<file path="src/rtl/me_dcache_port.sv">
// MEM-stage data-cache initiator: turns EX/MEM loads/stores into one valid/ready request and extends load data.
// Optional build macro MEM_MISALIGN_TRAP_EN traps misaligned halfword/word accesses instead of truncating.
module me_dcache_port #(
    parameter int unsigned TIMEOUT_CYCLES = 255
) (
    input  logic        clk,
    input  logic        rst,
    input  logic        flush,
    input  logic [1:0]  me_write_ram_flag,
    input  logic [2:0]  me_load_ram_flag,
    input  logic [31:0] me_alu_out,
    input  logic [31:0] me_rs2_data,
    output logic        dc_req_valid,
    input  logic        dc_req_ready,
    output logic        dc_req_we,
    output logic [31:0] dc_req_addr,
    output logic [31:0] dc_req_wdata,
    output logic [3:0]  dc_req_wstrb,
    input  logic        dc_resp_valid,
    input  logic [31:0] dc_resp_rdata,
    output logic        mem_stall,
    output logic [31:0] mem_load_data,
    output logic        mem_done,
    output logic        dc_err
);

    typedef enum logic [1:0] {
        S_IDLE,
        S_REQ,
        S_WAIT,
        S_DONE
    } state_t;

    state_t      state;
    state_t      state_nxt;
    logic        is_store;
    logic        is_load;
    logic        acc;
    logic        misalign;
    logic        timeout;
    logic [15:0] tmo_cnt;
    logic [2:0]  lat_lt;
    logic [1:0]  lat_a;
    logic [3:0]  wstrb_c;
    logic [31:0] wdata_c;
    logic [31:0] ext_data;
    logic [1:0]  a;

    assign a = me_alu_out[1:0];

    always_comb begin
        is_store = (me_write_ram_flag != 2'd0);
        is_load  = (me_load_ram_flag != 3'd0) && (me_load_ram_flag <= 3'd5);
        acc      = is_store || is_load;
    end

`ifdef MEM_MISALIGN_TRAP_EN
    always_comb begin
        misalign = 1'b0;
        if (is_store) begin
            if (me_write_ram_flag == 2'd2)
                misalign = a[0];
            else if (me_write_ram_flag == 2'd3)
                misalign = (a != 2'd0);
        end else if (is_load) begin
            if (me_load_ram_flag == 3'd3 || me_load_ram_flag == 3'd4)
                misalign = a[0];
            else if (me_load_ram_flag == 3'd5)
                misalign = (a != 2'd0);
        end
    end
`else
    assign misalign = 1'b0;
`endif

    always_comb begin
        wstrb_c = 4'h0;
        wdata_c = 32'h0;
        case (me_write_ram_flag)
            2'd1: begin
                wstrb_c = 4'b0001 << a;
                wdata_c = {4{me_rs2_data[7:0]}};
            end
            2'd2: begin
                wstrb_c = 4'b0011 << {a[1], 1'b0};
                wdata_c = {2{me_rs2_data[15:0]}};
            end
            2'd3: begin
                wstrb_c = 4'hF;
                wdata_c = me_rs2_data;
            end
            default: ;
        endcase
    end

    // Timeout fires on the WAIT cycle that completes TIMEOUT_CYCLES response-less cycles.
    assign timeout = ({16'd0, tmo_cnt} + 32'd1) >= 32'(TIMEOUT_CYCLES);

    always_comb begin
        state_nxt    = state;
        dc_req_valid = 1'b0;
        mem_done     = 1'b0;
        mem_stall    = 1'b0;
        case (state)
            S_IDLE: begin
                if (acc && !flush) begin
                    mem_stall = 1'b1;
                    state_nxt = misalign ? S_DONE : S_REQ;
                end
            end
            S_REQ: begin
                dc_req_valid = 1'b1;
                mem_stall    = 1'b1;
                if (dc_req_ready)
                    state_nxt = S_WAIT;
                else if (flush)
                    state_nxt = S_IDLE;
            end
            S_WAIT: begin
                mem_stall = 1'b1;
                if (dc_resp_valid || timeout)
                    state_nxt = S_DONE;
            end
            S_DONE: begin
                mem_done  = 1'b1;
                state_nxt = S_IDLE;
            end
            default: state_nxt = S_IDLE;
        endcase
    end

    always_comb begin
        ext_data = 32'h0;
        case (lat_lt)
            3'd1, 3'd2: begin
                logic [7:0] b;
                case (lat_a)
                    2'd0:    b = dc_resp_rdata[7:0];
                    2'd1:    b = dc_resp_rdata[15:8];
                    2'd2:    b = dc_resp_rdata[23:16];
                    default: b = dc_resp_rdata[31:24];
                endcase
                ext_data = {{24{b[7] && (lat_lt == 3'd1)}}, b};
            end
            3'd3, 3'd4: begin
                logic [15:0] h;
                h = lat_a[1] ? dc_resp_rdata[31:16] : dc_resp_rdata[15:0];
                ext_data = {{16{h[15] && (lat_lt == 3'd3)}}, h};
            end
            3'd5:    ext_data = dc_resp_rdata;
            default: ext_data = 32'h0;
        endcase
    end

    always_ff @(posedge clk or negedge rst) begin
        if (!rst) begin
            state   <= S_IDLE;
            tmo_cnt <= 16'd0;
        end else begin
            state <= state_nxt;
            if (state == S_REQ && dc_req_ready)
                tmo_cnt <= 16'd0;
            else if (state == S_WAIT && tmo_cnt != 16'hFFFF)
                tmo_cnt <= tmo_cnt + 16'd1;
        end
    end

    // Request fields are captured once so they stay stable however long the cache withholds ready.
    always_ff @(posedge clk or negedge rst) begin
        if (!rst) begin
            dc_req_addr  <= 32'h0;
            dc_req_we    <= 1'b0;
            dc_req_wdata <= 32'h0;
            dc_req_wstrb <= 4'h0;
            lat_lt       <= 3'd0;
            lat_a        <= 2'd0;
        end else if (state == S_IDLE && acc && !flush) begin
            dc_req_addr  <= {me_alu_out[31:2], 2'b00};
            dc_req_we    <= is_store;
            dc_req_wdata <= wdata_c;
            dc_req_wstrb <= wstrb_c;
            lat_lt       <= is_store ? 3'd0 : me_load_ram_flag;
            lat_a        <= a;
        end
    end

    always_ff @(posedge clk or negedge rst) begin
        if (!rst) begin
            mem_load_data <= 32'h0;
            dc_err        <= 1'b0;
        end else if (state == S_IDLE && state_nxt == S_DONE) begin
            mem_load_data <= 32'h0;
            dc_err        <= 1'b1;
        end else if (state == S_WAIT && dc_resp_valid) begin
            mem_load_data <= ext_data;
        end else if (state == S_WAIT && timeout) begin
            mem_load_data <= 32'h0;
            dc_err        <= 1'b1;
        end
    end

endmodule

</file>
<file path="config.mk">
export PLATFORM = sky130hd
export DESIGN_NAME = me_dcache_port
export DESIGN_NICKNAME = d
export VERILOG_FILES = /design/src/rtl/me_dcache_port.sv
export SDC_FILE = /design/constraint.sdc
export NUM_CORES = 1
export LEC_CHECK = 0
export ABC_AREA = 1
export ABC_CLOCK_PERIOD_IN_PS = 3340
export BUFFER_PORTS_ARGS = -buffer_cell sky130_fd_sc_hd__buf_2
export CORE_UTILIZATION = 54
export CTS_CLUSTER_DIAMETER = 60
export DETAILED_ROUTE_END_ITERATION = 10
export PLACE_DENSITY = 0.85
export SYNTH_ARGS = -nofsm -noshare
export SYNTH_HDL_FRONTEND = slang
export SYNTH_SLANG_ARGS = --single-unit
</file>
<file path="constraint.sdc">
create_clock -name clk -period 3.34 [get_ports clk]
set_clock_uncertainty 0.15 [all_clocks]
set_input_delay 0.334 -clock clk [delete_from_list [all_inputs] [get_ports clk]]
set_output_delay 0.334 -clock clk [all_outputs]
set_load 0.005 [all_outputs]
</file>
==> metrics.txt, run 1 <==
status=completed; largest family of logic cells by synthesized area=simple AND/OR/NAND/NOR gates; RSZ-0062 raised after global routing=false; # Post-CTS Setup Buffers=0; Net Sw Frac=38.2%; Worst-path clk slew=50 ps; Ports=211; number of CTS-inserted buffers=17; Max stage delay cell, worst path=nand3_2; Syn Inst Count=874; deepest clock path buffer count=2; post-synthesis xor/xnor area fraction=0.137%; max-cap viol count=0; CP Max Fanout=33; setup TNS=0 ps; clock sink count=123; Yosys top cell by area=dfrtp_1; static leakage=4.61 nW; Compound-Gate Fraction of Synth Area=11.6%; cts hold-fix bufs=30; Hold WC Path Type=primary input to flip-flop; via count=6913; row count=39; crit end category=flip-flop; fin area=8460 sq um; CTS tree=yes; layout cells sized above 1=23.5%; placed cell area=7530 sq um; CP most frequent cell=nand2_1; Crit Path Class=flip-flop to flip-flop; Worst Path Required=3490 ps; post-cts resize count=0; Routed WL=19.5 mm; nets=1217; antenna-violating nets left=0; area share of fa/ha/maj cells after synthesis=1.37%; Area Overhead vs Synth=32.2%; clock root cell=clkbuf_16; fin. max-slew vios=0; Final Non-Filler Cells=1260; #FFs+latches synth=123; Rel. slew slack=30.0%; die height=111 um; PD cells=831 nW/um^2; flop-to-flop setup slack=590 ps; sequential share of power=35.3%; Setup violations, final=0; core footprint=11500 sq um; Internal=4.35 mW; largest net degree at the start of global routing=75; fmax=363 MHz; Gate power share=36.8%; port bufs=208; crit-path cells=ha_1, nand2_2, o21ai_0, nand2_1, nor2_1, nand3_1, nand2_1, inv_2, nand2_1, nand2_2, nand2_1, nand3_2, nand3_1, nand2_1; synth unique cells=33; Die X=111 um; simple-gate area share of the yosys netlist=31.7%; global-route wire length before repair=31.5 mm; critical path arrival=2900 ps; H-tree level count=4; Total GRT Usage=32.5%; Initial Util=55.8%; Synth Warn #=0; Iter 0 DRT Violations=582; Final min period=2750 ps; clock share of power=27.9%; Detailed Routing Iterations Pass 1=6; worst slew pin tran=1040 ps; drt drc=0; vias in the first global route=6689; Final Hold Viols=0; synth top area cells=dfrtp_1 (48%), nand2_1 (23%), o21ai_0 (5.3%); initial antenna violation count=0; area share of the largest cell type after synthesis=48.1%; sw power=2.68 mW; Setup crit start kind=flip-flop; grt total ovfl=0; worst vdd ir=0.000771 V; die area=12300 sq um; Syn Area/Cell=7.33 sq um; Clk Latency, worst-skew pair=420 ps; vias per cell=5.49; DR WL/cell=15.5 um; mapped cell area=6400 sq um; ant diodes=0; Cells after DPL=1198; Final Wtd Congestion=0.877; mux cell area share after synthesis=0%; Tcrit/Tclk final=82.4%; register area share after synthesis=48.1%; dpl hpwl=12.7 mm; peak per-stage delay on the critical path=500 ps
## cells in the mapped netlist
cell type,number
o21a_1,6
conb_1,1
a21oi_1,23
o22ai_1,5
o31ai_1,6
nor3_1,2
buf_4,5
o21ai_0,68
xor2_1,1
nand3_2,1
a22oi_1,2
nand2_1,394
inv_1,68
o211ai_1,2
o311ai_0,6
ha_1,7
inv_2,3
o2111ai_1,6
nor2_4,3
nor2_1,39
nand2_2,4
nand3_1,51
buf_2,2
clkbuf_1,21
buf_6,3
nand4_1,8
o21ai_1,1
nor2_2,3
clkinv_1,2
dfrtp_1,123
buf_1,5
o221ai_1,2
o41ai_1,1
## flip-flops by register name, summed over array words and instances, names as in the netlist
signal and cells:
dc_err 1, mem_load_data 32, dc_req_wstrb 4, dc_req_we 1
dc_req_addr 30, lat_lt 3, tmo_cnt 16, dc_req_wdata 32
state 2, lat_a 2
## per-stage QoR
step                      setup WS, ps  util, %  power, mW  hold slack, ps
after floorplan                   1270        -       3.91            -112
after global placement             713     65.7       4.86             248
after detailed placement           654     65.7       4.95             247
after CTS                          615     73.8       6.96            12.0
after global routing               270     73.8       7.46            14.0
final                              587     73.8       7.03            21.4
## metal layers
metal  up-vias  track usage, %  wire [um]
li1       3251               -          -
met1      3193            39.7       7640
met2       415            54.3       9330
met3        54            9.35       2010
met4         0            12.8        547
met5         -               0          0
## layout make-up
cell class | count | area (sq um)
Sequential cell | 123 | 3080
Timing Repair Buffer | 246 | 1420
Clock buffer | 21 | 460
Inverter | 73 | 274
Tap cell | 143 | 179
Fill cell | 871 | 3000
Clock inverter | 11 | 168
Multi-Input combinational cell | 643 | 2890
## power by group through the flow
stage | logic [mW] | clock network (mW) | registers (mW)
after floorplan | 1.45 | 0 | 2.46
after global placement | 2.41 | 0 | 2.45
after detailed placement | 2.50 | 0 | 2.45
after CTS | 2.54 | 1.97 | 2.46
after global routing | 2.87 | 2.05 | 2.54
final | 2.59 | 1.96 | 2.48
## final timing paths
kind	end	depth (start not counted)	from
max	mem_load_data[3]	14	tmo_cnt[1]
min	dc_req_addr[29]	3	me_alu_out[29]
max reg2reg	mem_load_data[3]	14	tmo_cnt[1]
min reg2reg	dc_req_wdata[12]	2	dc_req_wdata[12]
max in group asynchronous	mem_load_data[10]	3	rst
min in group asynchronous	dc_req_addr[3]	2	rst
## cells in the final DEF (no fill, tap or decap), types with 2 or more instances in the layout
cell and count:
clkinv_4 2, nand2_1 394, nor2_1 38, clkinv_1 2
inv_2 3, nor2_2 3, o21ai_0 68, clkbuf_8 2
o221ai_1 2, nand3_1 51, nor2_4 4, o311ai_0 6
dlygate4sd3_1 30, o2111ai_1 6, dfrtp_1 123, clkinvlp_4 2
clkbuf_16 17, o211ai_1 2, clkinv_2 3, o22ai_1 5
ha_1 7, o31ai_1 6, buf_4 8, clkbuf_1 2
inv_1 68, nand4_1 8, a22oi_1 2, nand2_2 4
buf_2 207, a21oi_1 23, bufinv_16 4, conb_1 2
o21a_1 6
## critical path: cells and delay by family, from the launching register on
kind                     cells  cell delay, ps
AND/OR/NAND/NOR             11            1580
AO/OA/AOI/OAI                1             240
buffers and inverters        1              30
adder cells (fa/ha/maj)      1             210
flip-flops                   1             420
## kinds of logic after synthesis
family                   Yosys count
AND/OR/NAND/NOR                  505
AO/OA/AOI/OAI                    128
other                              1
XOR/XNOR                           1
flip-flops                       123
adder cells (fa/ha/maj)            7
buffers and inverters            109
Note: power is estimated with default switching activity, not from simulation.
==> run 2: changes to the inputs <==
--- a/config.mk
+++ b/config.mk
@@ -6,12 +6,12 @@
 export NUM_CORES = 1
 export LEC_CHECK = 0
 export ABC_AREA = 1
-export ABC_CLOCK_PERIOD_IN_PS = 3340
+export ABC_CLOCK_PERIOD_IN_PS = 2290
 export BUFFER_PORTS_ARGS = -buffer_cell sky130_fd_sc_hd__buf_2
-export CORE_UTILIZATION = 54
+export CORE_UTILIZATION = 46
 export CTS_CLUSTER_DIAMETER = 60
 export DETAILED_ROUTE_END_ITERATION = 10
-export PLACE_DENSITY = 0.85
+export PLACE_DENSITY = 0.77
 export SYNTH_ARGS = -nofsm -noshare
 export SYNTH_HDL_FRONTEND = slang
 export SYNTH_SLANG_ARGS = --single-unit
==> constraint.sdc (replaced) <==
create_clock -name clk -period 2.29 [get_ports clk]
set_clock_uncertainty 0.15 [all_clocks]
set_input_delay 0.229 -clock clk [delete_from_list [all_inputs] [get_ports clk]]
set_output_delay 0.229 -clock clk [all_outputs]
set_load 0.005 [all_outputs]
==> metrics.txt, run 2 (synthesis results as in run 1) <==
status=finished with violations; violated checks=negative hold slack, negative setup slack; global-route wire length before repair=32.3 mm (+2.4%); Final Util=68.3% (-5.5 points); H-tree level count=4 (unchanged); antenna-violating nets left=0 (unchanged); Worst Min Path Start=me_rs2_data[17]; Setup violations, final=33 (+33); deepest clock path buffer count=2 (unchanged); row count=42 (+7.7%); DR top layer=met5; Rel. slew slack=44.9% (+15 points); fin. max-slew vios=0 (unchanged); Tcrit/Tclk final=105% (+23 points); dpl hpwl=13.5 mm (+6.1%); Setup crit start kind=flip-flop; Final min period=2410 ps (-340 ps); Final Hold Viols=1 (+1); Total GRT Usage=28.5% (-4.0 points); Die X=120 um (+8.2%); hold slack final=-0.377 ps (-21.8 ps); nets=1269 (+4.3%); Routed WL=20.4 mm (+4.7%); vias per cell=5.29 (-3.6%); die height=120 um (+8.2%); Top Registers=dc_req_wdata x32, mem_load_data x32, dc_req_addr x30; largest net degree at the start of global routing=66 (-12%); layout cells sized above 1=26.6% (+3.1 points); Hold Path Cell Cnt=5 (+2); number of CTS-inserted buffers=17 (unchanged); ant diodes=0 (unchanged); CTS tree=yes; R2R depth=17 (+3); worst vdd ir=0.000656 V (-15%); Overall Power=10.8 mW (+54%); RSZ-0062 raised after global routing=true; commonest non-fill, non-tap cell in the layout=nand2_1; via count=7106 (+2.8%); flop-to-flop setup slack=-120 ps (-710 ps); critical path arrival=2620 ps (-280 ps); Crit Path Class=flip-flop to flip-flop; worst slew pin tran=827 ps (-217 ps); PnR worst setup slack=-123 ps (-710 ps); Critical R2R Launch=tmo_cnt[0]; PD cells=1180 nW/um^2 (+42%); CP Max Fanout=6 (-82%); area taken by multi-input logic gates=2990 sq um (+3.6%); Worst Path Required=2490 ps (-1000 ps); DR WL/cell=15.2 um (-1.8%); port bufs=208 (unchanged); drt drc=0 (unchanged); Final Non-Filler Cells=1343 (+6.6%); routed wl met2=9.82 mm (+5.3%); fillers=1080 (+24%); fmax=414 MHz (+14%); static leakage=4.92 nW (+6.6%); FF+latch area=3080 sq um (unchanged); Final Wtd Congestion=0.884 (+0.72%); Detailed Routing Iterations Pass 1=5 (-1); vias in the first global route=6876 (+2.8%); initial antenna violation count=1 (+1); Initial Util=47.8% (-8.1 points); Ports=211 (unchanged); Worst-path clk slew=60 ps (about the same); clock sink count=123 (unchanged); Cells after DPL=1252 (+4.5%); crit end category=flip-flop; Metal-1 WL=8.20 mm (+7.3%); Clk Latency, worst-skew pair=410 ps (about the same); Area Overhead vs Synth=43.0%; grt total ovfl=0 (unchanged); Hold WC Path Type=primary input to flip-flop; max-cap viol count=0 (unchanged); most frequent cells in the layout=nand2_1 (384), buf_2 (207), dfrtp_1 (123), inv_1 (68), o21ai_0 (67); core footprint=13400 sq um (+17%); critical path launch point=tmo_cnt[0]; Iter 0 DRT Violations=484 (-17%); die area=14400 sq um (+17%); met3 wire length=1.84 mm (-8.2%); clock root cell=clkbuf_16
run 2: cell count changes in the layout (fill, tap and decap cells not counted), sizes merged:
| cell | delta |
|---|---|
| clkinv | -3 |
| buf | +29 |
| bufinv | -1 |
| dlygate4sd3 | +20 |
| clkbuf | +5 |
run 2: per-layer routing:
layer / track usage, % / up-vias
met5: 0 / -
met4: 10.6 / 2
met3: 7.51 / 64
met2: 47.5 / 376
met1: 35.4 / 3306
li1: - / 3358
run 2: power breakdown:
group	total, mW	internal, mW	switching, mW
clock network	2.74	1.78	0.957
registers	3.59	3.04	0.553
logic	4.47	1.92	2.55
run 2: final cells by class:
cell class,instances,share of cell area [%]
clock buffer,23,5.22
inverter,73,2.99
timing repair buffer,298,21.8
sequential,123,33.6
multi-input combinational,643,32.7
tap,176,2.41
clock inverter,7,1.26
run 2: critical path: stages (launching register included):
cell and delay, ps:
dfrtp_1 420, ha_4 180, nand2_4 80, nor2_4 190, nand3_2 100, nand2_1 70, nand2_1 70, nor2_1 80
nand2_1 60, nor2_1 130, nand2_1 80, nand2_2 110, o31ai_4 90, nor2_4 140, buf_12 140, clkbuf_16 150
nand2_2 40, nand2_1 50
run 2: per-stage QoR:
step                worst slack, ps  setup TNS, ps  cell area (sq um)
floorplan                       222              0               6410
global placement               68.2              0               7800
detailed placement           -0.117         -0.117               7800
CTS                           -2.40          -2.40               8920
global route                   -262          -7950               9160
finish                         -123          -3220               9160
run 2: what timing repair did:
item                                    CTS  global route
endpoints found under the setup margin   34            47
pin swaps                                 1            10
gates resized for setup                   1            27
hold buffers                             50             0
cloned                                    0             4
buffers inserted                          3             4
endpoints found under the hold margin   173             0
run 2: worst paths after layout:
path | endpoint
max | mem_load_data[17]
min | dc_req_wdata[17]
max reg2reg | mem_load_data[17]
min reg2reg | dc_req_addr[13]
max in group asynchronous | dc_req_addr[18]
min in group asynchronous | dc_req_addr[2]
==> run 3: changes to the inputs <==
--- a/config.mk
+++ b/config.mk
@@ -11,6 +11,7 @@
 export CORE_UTILIZATION = 46
 export CTS_CLUSTER_DIAMETER = 60
 export DETAILED_ROUTE_END_ITERATION = 10
+export GPL_TIMING_DRIVEN = 0
 export PLACE_DENSITY = 0.77
 export SYNTH_ARGS = -nofsm -noshare
 export SYNTH_HDL_FRONTEND = slang
==> metrics.txt, run 3 (synthesis results as in run 1) <==
Initial Util=47.8% (unchanged); Final Wtd Congestion=0.907 (+2.6%); fmax=426 MHz (+2.8%); nets=1288 (+1.5%); Worst Min Path Start=me_rs2_data[12]; Worst-path clk slew=50 ps (about the same); vias per cell=5.20 (-1.8%); R2R depth=17 (unchanged); Reg-to-Reg End=mem_load_data[21]; critical path arrival=2560 ps (-60 ps); Clk Latency, worst-skew pair=430 ps (+20 ps); dpl hpwl=13.9 mm (+2.9%); clock sink count=123 (unchanged); Crit Path Class=flip-flop to flip-flop; row count=42 (unchanged); Die X=120 um (unchanged); Top Registers=dc_req_wdata x32, mem_load_data x32, dc_req_addr x30; core footprint=13400 sq um (unchanged); sequential share of power=33.9% (+0.6 points); layout cells sized above 1=25.6% (-0.95 points); violated checks=negative setup slack; Routed WL=20.4 mm (about the same); die height=120 um (unchanged); Net Sw Frac=39.2% (+1.6 points); antenna-violating nets left=0 (unchanged); most frequent cells in the layout=nand2_1 (384), buf_2 (208), dfrtp_1 (122), o21ai_0 (68), inv_1 (66); worst vdd ir=0.000633 V (-3.6%); Hold Path Cell Cnt=5 (unchanged); number of CTS-inserted buffers=17 (unchanged); hold slack final=16.5 ps (+16.9 ps); PnR worst setup slack=-57.2 ps (+65.6 ps); Total GRT Usage=29.7% (+1.1 points); clock share of power=23.7% (-1.6 points); max-cap viol count=0 (unchanged); commonest non-fill, non-tap cell in the layout=nand2_1; Setup violations, final=32 (-3.0%); largest net degree at the start of global routing=70 (+6.1%); via count=7081 (-0.35%); Rel. slew slack=55.1% (+10 points); crit end category=flip-flop; initial antenna violation count=0 (-1); Iter 0 DRT Violations=432 (-11%); Gate power share=42.4% (+1.0 points); deepest clock path buffer count=2 (unchanged); die area=14400 sq um (unchanged); Final min period=2350 ps (-65.6 ps); Final Hold Viols=0 (-1); fin. max-slew vios=0 (unchanged); Worst Path Required=2500 ps (about the same); port bufs=208 (unchanged); WHS Endpoint=dc_req_wdata[12]; Hold WC Path Type=primary input to flip-flop; static leakage=4.86 nW (-1.1%); H-tree level count=4 (unchanged); setup TNS=-1140 ps (+2070 ps); flop-to-flop setup slack=-60 ps (+70 ps); DR WL/cell=15.0 um (-1.6%); status=finished with violations; Critical R2R Launch=tmo_cnt[1]; Area Overhead vs Synth=43.0% (about the same); CTS tree=yes; Internal=6.41 mW (-5.0%); Ports=211 (unchanged); Detailed Routing Iterations Pass 1=5 (unchanged); PD cells=1150 nW/um^2 (-2.5%); ant diodes=0 (unchanged); worst slew pin tran=671 ps (-156 ps); grt total ovfl=0 (unchanged); clock root cell=clkbuf_16; global-route wire length before repair=33.0 mm (+2.3%); Tcrit/Tclk final=102% (-2.9 points); RSZ-0062 raised after global routing=true; drt drc=0 (unchanged); CP Max Fanout=8 (+2); sw power=4.13 mW (+1.7%); Setup crit start kind=flip-flop; vias in the first global route=6841 (-0.51%)
[run 3: stage by stage]
step           area (sq um)  instances  setup WS (ps)  utilization (%)  power (mW)
2_1_floorplan          6410        875            222                -        5.70
3_3_place_gp           7670       1259           -747             57.2        7.27
3_5_place_dp           7700       1260           -185             57.5        7.38
4_1_cts                9060       1359          -59.0             67.6        10.3
5_1_grt                9150       1363           -229             68.3        11.3
6_report               9150       1363          -57.2             68.3        10.5
[run 3: final cells by class]
type / count / area [sq um]
sequential: 123 / 3080
buffer: 35 / 206
tap: 176 / 220
fill: 1085 / 4250
timing repair buffer: 282 / 1820
clock buffer: 19 / 443
clock inverter: 12 / 101
multi-input combinational: 643 / 3000
inverter: 73 / 279
[run 3: power groups by stage]
stage / sequential [mW] / combinational (mW) / clock, mW
2_1_floorplan: 3.58 / 2.12 / 0
3_3_place_gp: 3.52 / 3.75 / 0
3_5_place_dp: 3.53 / 3.85 / 0
4_1_cts: 3.54 / 4.29 / 2.52
5_1_grt: 3.67 / 4.96 / 2.63
6_report: 3.57 / 4.46 / 2.50
[run 3: how the worst max path moves through the flow]
stage                           from  slack [ps]                 to  cells after the start
after global placement           rst        -750    dc_req_addr[22]                      1
after floorplan           tmo_cnt[1]         220             dc_err                     15
after global routing      tmo_cnt[1]        -230  mem_load_data[21]                     17
after detailed placement  tmo_cnt[1]        -180             dc_err                     15
final                     tmo_cnt[1]         -60  mem_load_data[21]                     17
after CTS                 tmo_cnt[0]         -60  mem_load_data[23]                     17
[run 3: timing repair]
| action | 4_1_cts | 5_1_grt |
|---|---|---|
| cloned | 4 | 1 |
| gates resized for setup | 41 | 15 |
| endpoints found under the hold margin | 116 | 0 |
| endpoints found under the setup margin | 44 | 74 |
| pin swaps | 4 | 7 |
| hold buffers | 59 | 0 |
| setup buffers | 6 | 3 |
[run 3: worst max-delay path, stage by stage, from the launching register on]
cell and delay, ps:
dfrtp_2 430, ha_4 170, nand2_4 80, nor2_4 160, nand3_1 110, nand2_1 70, nand2_1 70, nor2_1 100
nand2_1 60, nor2_2 110, nand2_1 70, nand2_2 110, o31ai_4 90, nor2_4 110, buf_12 150, clkbuf_16 140
nand2_1 50, nand2_1 50
[run 3: routing by layer]
metal / wire (um) / track usage [%] / vias up / share of wire [%]
met2: 9720 / 47.3 / 366 / 48
met3: 1740 / 8.32 / 59 / 8.5
met1: 8280 / 36.7 / 3248 / 41
met4: 678 / 14.8 / 0 / 3.3
met5: 0 / 0 / - / 0
li1: - / - / 3408 / -
